**src/rtl/pulse_tx_pkg.sv**
```systemverilog
// rtl/pulse_tx_pkg.sv - shared types and constants for the pulse transmitter
package pulse_tx_pkg;

  localparam int CNT_W = 8;

  typedef enum logic [1:0] {
    IDLE = 2'd0,
    HIGH = 2'd1,
    LOW  = 2'd2
  } state_t;

  // Phase counters count down to zero, so a phase of n cycles loads n-1.
  function automatic logic [CNT_W-1:0] phase_load(input int cyc);
    return CNT_W'(cyc - 1);
  endfunction

endpackage

```
**src/rtl/phase_cnt.sv**
```systemverilog
// rtl/phase_cnt.sv - loadable down-counter with zero flag, shared by HIGH and LOW phases
module phase_cnt
  import pulse_tx_pkg::*;
(
  input  logic             clk,
  input  logic             rst,
  input  logic             load,
  input  logic [CNT_W-1:0] load_val,
  input  logic             dec,
  output logic             zero
);

  logic [CNT_W-1:0] count;

  always_ff @(posedge clk) begin
    if (rst) begin
      count <= '0;
    end else if (load) begin
      count <= load_val;
    end else if (dec && (count != '0)) begin
      count <= count - CNT_W'(1);
    end
  end

  assign zero = (count == '0);

endmodule

```
**src/rtl/pulse_tx.sv**
```systemverilog
// rtl/pulse_tx.sv - request strobes to a registered pulse train with minimum high/low widths
module pulse_tx
  import pulse_tx_pkg::*;
#(
  parameter int HIGH_CYC = 4,
  parameter int LOW_CYC  = 4,
  parameter int PEND_W   = 3
) (
  input  logic              clk,
  input  logic              rst,
  input  logic              req,
  output logic              sig_out,
  output logic              busy,
  output logic              done,
  output logic [PEND_W-1:0] pend,
  output logic              ovf
);

  if (HIGH_CYC < 1 || HIGH_CYC > 255) begin : g_bad_high
    $error("pulse_tx: HIGH_CYC must be in 1..255");
  end
  if (LOW_CYC < 1 || LOW_CYC > 255) begin : g_bad_low
    $error("pulse_tx: LOW_CYC must be in 1..255");
  end
  if (PEND_W < 1) begin : g_bad_pend
    $error("pulse_tx: PEND_W must be at least 1");
  end

  localparam logic [CNT_W-1:0]  HIGH_LOAD = phase_load(HIGH_CYC);
  localparam logic [CNT_W-1:0]  LOW_LOAD  = phase_load(LOW_CYC);
  localparam logic [PEND_W-1:0] PEND_MAX  = '1;
  localparam logic [PEND_W-1:0] PEND_ONE  = PEND_W'(1);

  state_t           state;
  state_t           state_nxt;
  logic             cnt_load;
  logic [CNT_W-1:0] cnt_val;
  logic             cnt_zero;
  logic             pend_any;
  logic             pend_full;
  logic             deq;
  logic             inc;

  phase_cnt u_phase_cnt (
    .clk      (clk),
    .rst      (rst),
    .load     (cnt_load),
    .load_val (cnt_val),
    .dec      (state != IDLE),
    .zero     (cnt_zero)
  );

  assign pend_any  = (pend != '0);
  assign pend_full = (pend == PEND_MAX);

  always_ff @(posedge clk) begin
    if (rst) begin
      state <= IDLE;
    end else begin
      state <= state_nxt;
    end
  end

  // IDLE with pend>0 only happens after a request landed in the final LOW cycle.
  always_comb begin
    state_nxt = state;
    cnt_load  = 1'b0;
    cnt_val   = HIGH_LOAD;
    deq       = 1'b0;
    case (state)
      IDLE: begin
        if (req || pend_any) begin
          state_nxt = HIGH;
          cnt_load  = 1'b1;
          deq       = pend_any;
        end
      end
      HIGH: begin
        if (cnt_zero) begin
          state_nxt = LOW;
          cnt_load  = 1'b1;
          cnt_val   = LOW_LOAD;
        end
      end
      LOW: begin
        if (cnt_zero) begin
          if (pend_any) begin
            state_nxt = HIGH;
            cnt_load  = 1'b1;
            deq       = 1'b1;
          end else begin
            state_nxt = IDLE;
          end
        end
      end
      default: begin
        state_nxt = IDLE;
      end
    endcase
  end

  // A request that starts a pulse straight from an empty IDLE is never queued.
  assign inc = req && ((state != IDLE) || pend_any);

  always_ff @(posedge clk) begin
    if (rst) begin
      pend <= '0;
      ovf  <= 1'b0;
    end else begin
      ovf <= 1'b0;
      if (inc && !deq) begin
        if (pend_full) begin
          ovf <= 1'b1;
        end else begin
          pend <= pend + PEND_ONE;
        end
      end else if (deq && !inc) begin
        pend <= pend - PEND_ONE;
      end
    end
  end

  assign sig_out = (state == HIGH);
  assign busy    = (state != IDLE);
  assign done    = (state == LOW) && cnt_zero;

endmodule

```
**config.mk**
```make
export PLATFORM = sky130hd
export DESIGN_NAME = pulse_tx
export DESIGN_NICKNAME = d
export VERILOG_FILES = /design/src/rtl/pulse_tx_pkg.sv /design/src/rtl/phase_cnt.sv /design/src/rtl/pulse_tx.sv
export SDC_FILE = /design/constraint.sdc
export NUM_CORES = 1
export LEC_CHECK = 0
export CORE_MARGIN = 3
export CORE_UTILIZATION = 45
export DETAILED_ROUTE_END_ITERATION = 16
export PLACE_DENSITY = 0.67
export SLEW_MARGIN = 40
export SYNTH_ARGS = -nofsm -noshare
export SYNTH_HDL_FRONTEND = slang
export SYNTH_SLANG_ARGS = --single-unit
```
**constraint.sdc**
```tcl
create_clock -name clk -period 4.1 [get_ports clk]
set_input_delay 1.025 -clock clk [delete_from_list [all_inputs] [get_ports clk]]
set_output_delay 1.025 -clock clk [all_outputs]
set_load 0.005 [all_outputs]
```
==> results of run 1 <==
## cell usage in the layout, fill, tap and decap left out, drive strengths merged, types with 4 or more instances in the layout
cell type / count
a21oi: 5
clkdlybuf4s50: 9
dfxtp: 14
inv: 5
nand2: 7
nand2b: 4
nor2: 18
xor2: 4
## metrics by stage
stage | hold slack, ps | setup WS, ps | cells | util [%]
after floorplan | 439.3 | 1350 | 99 | -
after global placement | 458.9 | 899.5 | 128 | 57.22
after detailed placement | 470.3 | 820.0 | 128 | 57.22
after CTS | 483.5 | 726.8 | 131 | 58.63
after global routing | 493.1 | 599.3 | 131 | 58.63
final | 486.7 | 735.1 | 131 | 58.63
## flip-flops by register name (all words and copies together), names as in the netlist
name / flops
ovf: 1
state: 2
u_phase_cnt.count: 8
pend: 3
## cell usage after synthesis (2+ instances only)
master / instances / area share, %
sky130_fd_sc_hd__inv_1: 5 / 2.3
sky130_fd_sc_hd__nor2b_1: 3 / 2.3
sky130_fd_sc_hd__a21oi_1: 5 / 3.1
sky130_fd_sc_hd__o2111ai_1: 2 / 2.2
sky130_fd_sc_hd__nor2_1: 18 / 8.4
sky130_fd_sc_hd__xnor2_1: 3 / 3.3
sky130_fd_sc_hd__nor3_1: 3 / 1.9
sky130_fd_sc_hd__dfxtp_1: 14 / 35
sky130_fd_sc_hd__or4_1: 2 / 1.9
sky130_fd_sc_hd__o21ai_0: 2 / 1.2
sky130_fd_sc_hd__nand2b_1: 4 / 3.1
sky130_fd_sc_hd__nand2_1: 7 / 3.3
sky130_fd_sc_hd__ha_1: 3 / 4.6
sky130_fd_sc_hd__xor2_1: 4 / 4.3
sky130_fd_sc_hd__nand3_1: 2 / 1.2
sky130_fd_sc_hd__clkbuf_1: 3 / 1.4
## power by group through the flow
stage               logic [W]  registers, W  clock network, W
finish               0.000436      0.000230         0.0000735
detailed placement   0.000432      0.000231                 0
CTS                  0.000436      0.000229         0.0000784
global route         0.000493      0.000237         0.0000826
global placement     0.000431      0.000232                 0
floorplan            0.000352      0.000209                 0
## kinds of logic (layout without fill, tap and decap cells)
| kind of cell | after synthesis | in the layout | synth area share, % |
|---|---|---|---|
| xor gates and xnor gates | 7 | 7 | 7.585 |
| AOI/OAI and AO/OA | 19 | 19 | 17.96 |
| DFF | 14 | 14 | 34.68 |
| adders and majority gates | 3 | 3 | 4.644 |
| buffers and inverters | 9 | 17 | 4.334 |
| muxes | 3 | 3 | 4.025 |
| and+or+nand+nor | 44 | 44 | 26.78 |
## area by class of cell
type	instances	area [µm²]	area share, %
clock buffers	3	22.52	2.410
inverters	5	18.77	2.008
multi-input cells	76	493.0	52.74
flip-flops and latches	14	280.3	29.99
well taps	24	30.03	3.213
repair buffers	9	90.09	9.639
## worst max-delay path by stage
stage / slack (ps) / depth (start not counted) / to / from
CTS: 730 / 6 / done / u_phase_cnt.count[0]
detailed placement: 820 / 9 / pend[2] / req
finish: 740 / 6 / done / u_phase_cnt.count[0]
floorplan: 1350 / 11 / pend[2] / u_phase_cnt.count[0]
global placement: 900 / 9 / pend[2] / req
global route: 600 / 6 / done / u_phase_cnt.count[1]
## critical path: cells and delay by family, from the launching register on
kind / cells / cell delay [ps]
adders and majority gates: 1 / 170
buffers and inverters: 2 / 600
and+or+nand+nor: 3 / 980
DFF: 1 / 320
## metal layers
layer  vias up  track usage [%]
met5         -                0
met1       303            18.18
li1        362                -
met3         2            6.442
met2        10            22.02
met4         0            1.422
==> out/qor.tcl, run 1 <==
set qor(route.final.wire_length_mm) 1.518
set qor(critical_path_arrival_ps) 2340
set qor(synth_nets) 105
set qor(rr_startpoint) {u_phase_cnt.count[0]}
set qor(antenna_violations_before_repair) 0
set qor(post_cts_hold_buffer_count) 0
set qor(maximum_capacitance_violations) 0
set qor(number_of_enable_flip_flop_cells_after_synthesis) 0
set qor(hp-class) {reg2reg}
set qor(vias_in_the_first_global_route) 650
set qor(finalPower_w) 0.0007402
set qor(portBuffers) 9
set qor(met2_length_um) 636
set qor(ant_nets) 0
set qor(drt-vias-per-instance) 5.168
set qor(worst_hold_startpoint) {u_phase_cnt.count[2]}
set qor(maxClockFrequency_mhz) 297.2
set qor(finalSetupTns_ps) 0
set qor(vdd_drop_max_mv) 0.4819
set qor(later_pin_clock_latency_in_the_skew_report_ps) 270
set qor(drt-initial-drc-count) 7
set qor(cellInternalPower_w) 0.0004188
set qor(wire_per_inst_um) 11.59
set qor(critical-path-slowest-cell) {sky130_fd_sc_hd__clkdlybuf4s50_1}
set qor(area.growth.synth_to_final_pct) 15.63
set qor(criticalPathCategory) {reg2out}
set qor(die_area_um2) 2341
set qor(tritoncts.num_buffers) 3
set qor(cts.repair.resized) 0
set qor(cts_root_buffer) {sky130_fd_sc_hd__clkbuf_4}
set qor(wl_met3_um) 59
set qor(pwr_density_cell_nw_per_um2) 792.0
set qor(post_cts.repair.setup_buffers) 0
set qor(share_comb_of_total_power_pct) 58.9
set qor(post_synth_inst_count) 99
set qor(detailed_place.area_um2) 912.1
set qor(via_count) 677
set qor(largest_buffer_count_on_any_clock_path) 2
set qor(cp_slowest_stage_delay_ps) 500
set qor(timing_worst_slew_pin_value_ps) 398.1
set qor(drc) 0
set qor(path_max_fanout) 5
set qor(synthesis.yosys.warnings) 0
set qor(routed.top_layer) {met4}
set qor(report.final.hold_viol_count) 0
set qor(power.share.sequential_pct) 31.1
set qor(p_sw_share_pct) 43.42
set qor(path_clk_slew_ps) 80
set qor(synth_seq_cells) 14
set qor(place.gp.congestion) 0.8306
set qor(critical_path_sink_type) {output port}
set qor(finish.instance_area_um2) 934.6
set qor(groute.usage.overall_pct) 14.00
set qor(dieWidth_um) 48.38
set qor(r2r_slack_ps) 1150
set qor(async_flop_share_pct) 0
set qor(timing.hold.worst_endpoint) {u_phase_cnt.count[2]}
set qor(num_io_pins) 10
set qor(post_synth_instance_area_um2) 808.3
set qor(grt_pass1_wl_mm) 2.642
set qor(postSynthAreaPerCell_um2) 8.164
set qor(insertedDiodeCount) 0
set qor(yosys_most_used_dff) {sky130_fd_sc_hd__dfxtp_1}
set qor(worst_r2r_endpoint) {pend[2]}
set qor(clock-sinks) 14
set qor(unrepaired_setup_endpoints_after_global_routing) {false}
set qor(die_h_um) 48.38
set qor(grt_max_degree) 12
set qor(r2r.worst_path.cells) 11
set qor(coreArea_um2) 1594
set qor(timing.hold.worst_path_depth) 2
set qor(run_status) {finished clean}
set qor(initial_util_pct) 50.71
set qor(cp-start-kind) {flip-flop}
set qor(fillers) 153
set qor(grt.overflow.total) 0
set qor(report.final.slew_viol_count) 0
set qor(fin_crit_sh_pct) 82.07
set qor(crit_path_cell_trace) {inv_1 -> ha_1 -> or3b_2 -> nor2_1 -> and3_1 -> clkdlybuf4s50_1}
set qor(final_net_count) 115
set qor(skew_ps) 3.300
set qor(hpwlAfterDp_mm) 1.161
set qor(slew_headroom_pct) 73.26
set qor(num_rows) 14
set qor(fin_crit_ps) 3365
set qor(detail_route.first_pass.iterations) 4
set qor(power_frac_clock_pct) 9.9
set qor(cts_tree) {yes}
set qor(yosysSeqAreaShare_pct) 34.67
set qor(netSwitchingPower_w) 0.0003214
set qor(route.layer.met1.wl_um) 811
set qor(critPathRequiredTime_ps) 3070
set qor(cellLeakagePower_nw) 0.3635
set qor(final-setup-viol-count) 0
set qor(final_layout_size_suffix_gt1_share_pct) 8.411
set qor(htreeDepth) 1
set qor(synth_cell_types) 35
Note: power is estimated with default switching activity, not from simulation.
==> run 2: changes to the inputs <==
--- a/config.mk
+++ b/config.mk
@@ -8,7 +8,7 @@
 export CORE_MARGIN = 3
 export CORE_UTILIZATION = 45
 export DETAILED_ROUTE_END_ITERATION = 16
-export PLACE_DENSITY = 0.67
+export PLACE_DENSITY = 0.69
 export SLEW_MARGIN = 40
 export SYNTH_ARGS = -nofsm -noshare
 export SYNTH_HDL_FRONTEND = slang
==> constraint.sdc (replaced) <==
create_clock -name clk -period 2.8 [get_ports clk]
set_input_delay 0.7 -clock clk [delete_from_list [all_inputs] [get_ports clk]]
set_output_delay 0.7 -clock clk [all_outputs]
set_load 0.005 [all_outputs]
==> run 2 against run 1 <==
Effect of this change: clock-buffer cell count increased by 1; power grew 71%; design area is 11% higher; utilization rose by 6.5 points; setup slack worse by 630 ps; combinational power grew 78%.
==> out/qor.tcl, run 2 (synthesis results as in run 1) <==
set qor(dieWidth_um) 48.38 ;# unchanged
set qor(tritoncts.num_buffers) 3 ;# unchanged
set qor(post_cts_hold_buffer_count) 0 ;# unchanged
set qor(place.gp.congestion) 0.7892 ;# -5.0%
set qor(skew_ps) 3.251 ;# -0.04940 ps
set qor(insertedDiodeCount) 0 ;# unchanged
set qor(drt-initial-drc-count) 10 ;# +3
set qor(final_layout_size_suffix_gt1_share_pct) 21.19 ;# +13 points
set qor(num_io_pins) 10 ;# unchanged
set qor(hp-class) {reg2reg}
set qor(grt_pass1_wl_mm) 2.994 ;# +13%
set qor(report.final.hold_viol_count) 0 ;# unchanged
set qor(cts_root_buffer) {sky130_fd_sc_hd__clkbuf_4}
set qor(reg.largest.list) {u_phase_cnt.count (8), pend (3), state (2)}
set qor(final_net_count) 125 ;# +8.7%
set qor(grt.overflow.total) 0 ;# unchanged
set qor(slew_headroom_pct) 71.67 ;# -1.6 points
set qor(cp_slowest_stage_delay_ps) 500 ;# about the same
set qor(drt-vias-per-instance) 5.204 ;# +0.70%
set qor(fin_crit_sh_pct) 96.17
set qor(detailed_place.area_um2) 987.2 ;# +8.2%
set qor(maximum_capacitance_violations) 0 ;# unchanged
set qor(timing_worst_slew_pin_value_ps) 421.7 ;# +23.67 ps
set qor(route.final.wire_length_mm) 1.695 ;# +12%
set qor(later_pin_clock_latency_in_the_skew_report_ps) 280 ;# about the same
set qor(path_clk_slew_ps) 80 ;# about the same
set qor(registers.top_by_ff_count) {u_phase_cnt.count}
set qor(antenna_violations_before_repair) 0 ;# unchanged
set qor(largest_register_ffs) 8 ;# unchanged
set qor(maxClockFrequency_mhz) 371.4
set qor(cp-start-kind) {flip-flop}
set qor(crit_path_cell_trace) {inv_1 -> ha_1 -> or3b_4 -> or4_4 -> nand2_2 -> xor2_1 -> ha_2 -> a32oi_1 -> a31oi_1 -> mux2_1}
set qor(ant_nets) 0 ;# unchanged
set qor(largest_buffer_count_on_any_clock_path) 2 ;# unchanged
set qor(die_area_um2) 2341 ;# unchanged
set qor(report.final.slew_viol_count) 0 ;# unchanged
set qor(num_rows) 14 ;# unchanged
set qor(drc) 0 ;# unchanged
set qor(die_h_um) 48.38 ;# unchanged
set qor(fin_util_pct) 65.15 ;# +6.5 points
set qor(crit_buf_inv) 1 ;# -1
set qor(critical-path-slowest-cell) {sky130_fd_sc_hd__or4_4}
set qor(worst_path_dominant_cell_family) {simple AND/OR/NAND/NOR gates}
set qor(vdd_drop_max_mv) 0.6858 ;# +42%
set qor(unrepaired_setup_endpoints_after_global_routing) {false}
set qor(dp.cells) 138 ;# +7.8%
set qor(coreArea_um2) 1594 ;# unchanged
set qor(groute.usage.overall_pct) 16.34 ;# +2.3 points
set qor(grt_max_degree) 12 ;# unchanged
set qor(path_max_fanout) 3 ;# -2
set qor(post_cts.repair.setup_buffers) 0 ;# unchanged
set qor(initial_util_pct) 50.71 ;# unchanged
set qor(finish.instance_area_um2) 1039 ;# +11%
set qor(hpwlAfterDp_mm) 1.233 ;# +6.2%
set qor(clock-sinks) 14 ;# unchanged
set qor(area.growth.synth_to_final_pct) 28.48
set qor(htreeDepth) 1 ;# unchanged
set qor(fin_crit_ps) 2693
set qor(criticalPathCategory) {reg2reg}
set qor(cts_tree) {yes}
set qor(via_count) 739 ;# +9.2%
set qor(layout_commonest_cell) {sky130_fd_sc_hd__nor2_1}
set qor(critical_path_sink_type) {flip-flop}
set qor(final-setup-viol-count) 0 ;# unchanged
set qor(most_used_cells_in_the_layout_excluding_fill_and_tap_cells) {sky130_fd_sc_hd__nor2_1 (16), sky130_fd_sc_hd__dfxtp_1 (14), sky130_fd_sc_hd__buf_4 (10), sky130_fd_sc_hd__clkdlybuf4s50_1 (8), sky130_fd_sc_hd__nand2_1 (6)}
set qor(pwr_density_cell_nw_per_um2) 1220 ;# +54%
set qor(run_status) {finished clean}
set qor(critical_path_arrival_ps) 2870 ;# +530 ps
set qor(portBuffers) 9 ;# unchanged
set qor(cellLeakagePower_nw) 0.4233 ;# +16%
set qor(wire_per_inst_um) 11.94 ;# +3.0%
set qor(finish.cell_count_without_fillers) 142 ;# +8.4%
set qor(detail_route.first_pass.iterations) 4 ;# unchanged
set qor(vias_in_the_first_global_route) 719 ;# +11%
set qor(critPathRequiredTime_ps) 2980 ;# -90 ps
==> run 2: cell types whose count changed in the layout (fill, tap and decap cells not counted), sizes merged <==
cell           change
dlygate4sd2        +1
clkdlybuf4s50      -1
clkbuf             +1
buf               +10
==> run 2: metrics by stage <==
| step | power [W] | hold slack, ps | setup slack, ps | setup TNS [ps] |
|---|---|---|---|---|
| CTS | 0.001261 | 475.7 | 43.35 | 0 |
| global route | 0.001387 | 500.7 | 2.504 | 0 |
| floorplan | 0.0008216 | 439.3 | 49.79 | 0 |
| detailed placement | 0.001083 | 457.5 | -28.08 | -28.08 |
| finish | 0.001267 | 476.0 | 107.1 | 0 |
| global placement | 0.001068 | 451.8 | -9.315 | -9.315 |
==> run 2: what timing repair did <==
item,CTS,global route
setup endpoints to repair,2,1
resized for setup,4,3
hold endpoints to repair,0,0
pin swaps,0,1
gates cloned,0,0
==> run 2: worst paths after layout <==
path / start / to / cells past startpoint / slack (ps)
hold / removal: u_phase_cnt.count[2] / u_phase_cnt.count[2] / 2 / 480
hold reg to reg: u_phase_cnt.count[2] / u_phase_cnt.count[2] / 2 / 480
setup reg to reg: u_phase_cnt.count[0] / pend[2] / 10 / 110
setup / recovery: u_phase_cnt.count[0] / pend[2] / 10 / 110
==> run 2: power by group <==
group	total, W	internal (W)	switching [W]
Clock	0.000149	0.0000792	0.0000697
Combinational	0.000778	0.000412	0.000366
Sequential	0.000339	0.000261	0.0000787
Total	0.00127	0.000752	0.000515
==> run 2: worst register-to-register path, cell delays in order (launching register included) <==
cell	delay [ps]
sky130_fd_sc_hd__dfxtp_1	330
sky130_fd_sc_hd__inv_1	70
sky130_fd_sc_hd__ha_1	170
sky130_fd_sc_hd__or3b_4	390
sky130_fd_sc_hd__or4_4	500
sky130_fd_sc_hd__nand2_2	100
sky130_fd_sc_hd__xor2_1	160
sky130_fd_sc_hd__ha_2	220
sky130_fd_sc_hd__a32oi_1	100
sky130_fd_sc_hd__a31oi_1	220
sky130_fd_sc_hd__mux2_1	330
==> run 2: final cells by class <==
| type | count | area [µm²] |
|---|---|---|
| Multi-Input combinational cell | 76 | 509.2 |
| Inverter | 5 | 18.77 |
| Tap cell | 24 | 30.03 |
| Timing Repair Buffer | 19 | 163.9 |
| Sequential cell | 14 | 280.3 |
| Fill cell | 131 | 555.5 |
| Clock buffer | 4 | 36.28 |
==> run 2: routing by layer <==
metal	wire length [µm]	track usage [%]
met4	17	4.739
met2	820	27.75
met5	0	0
met3	82	5.828
met1	775	19.35
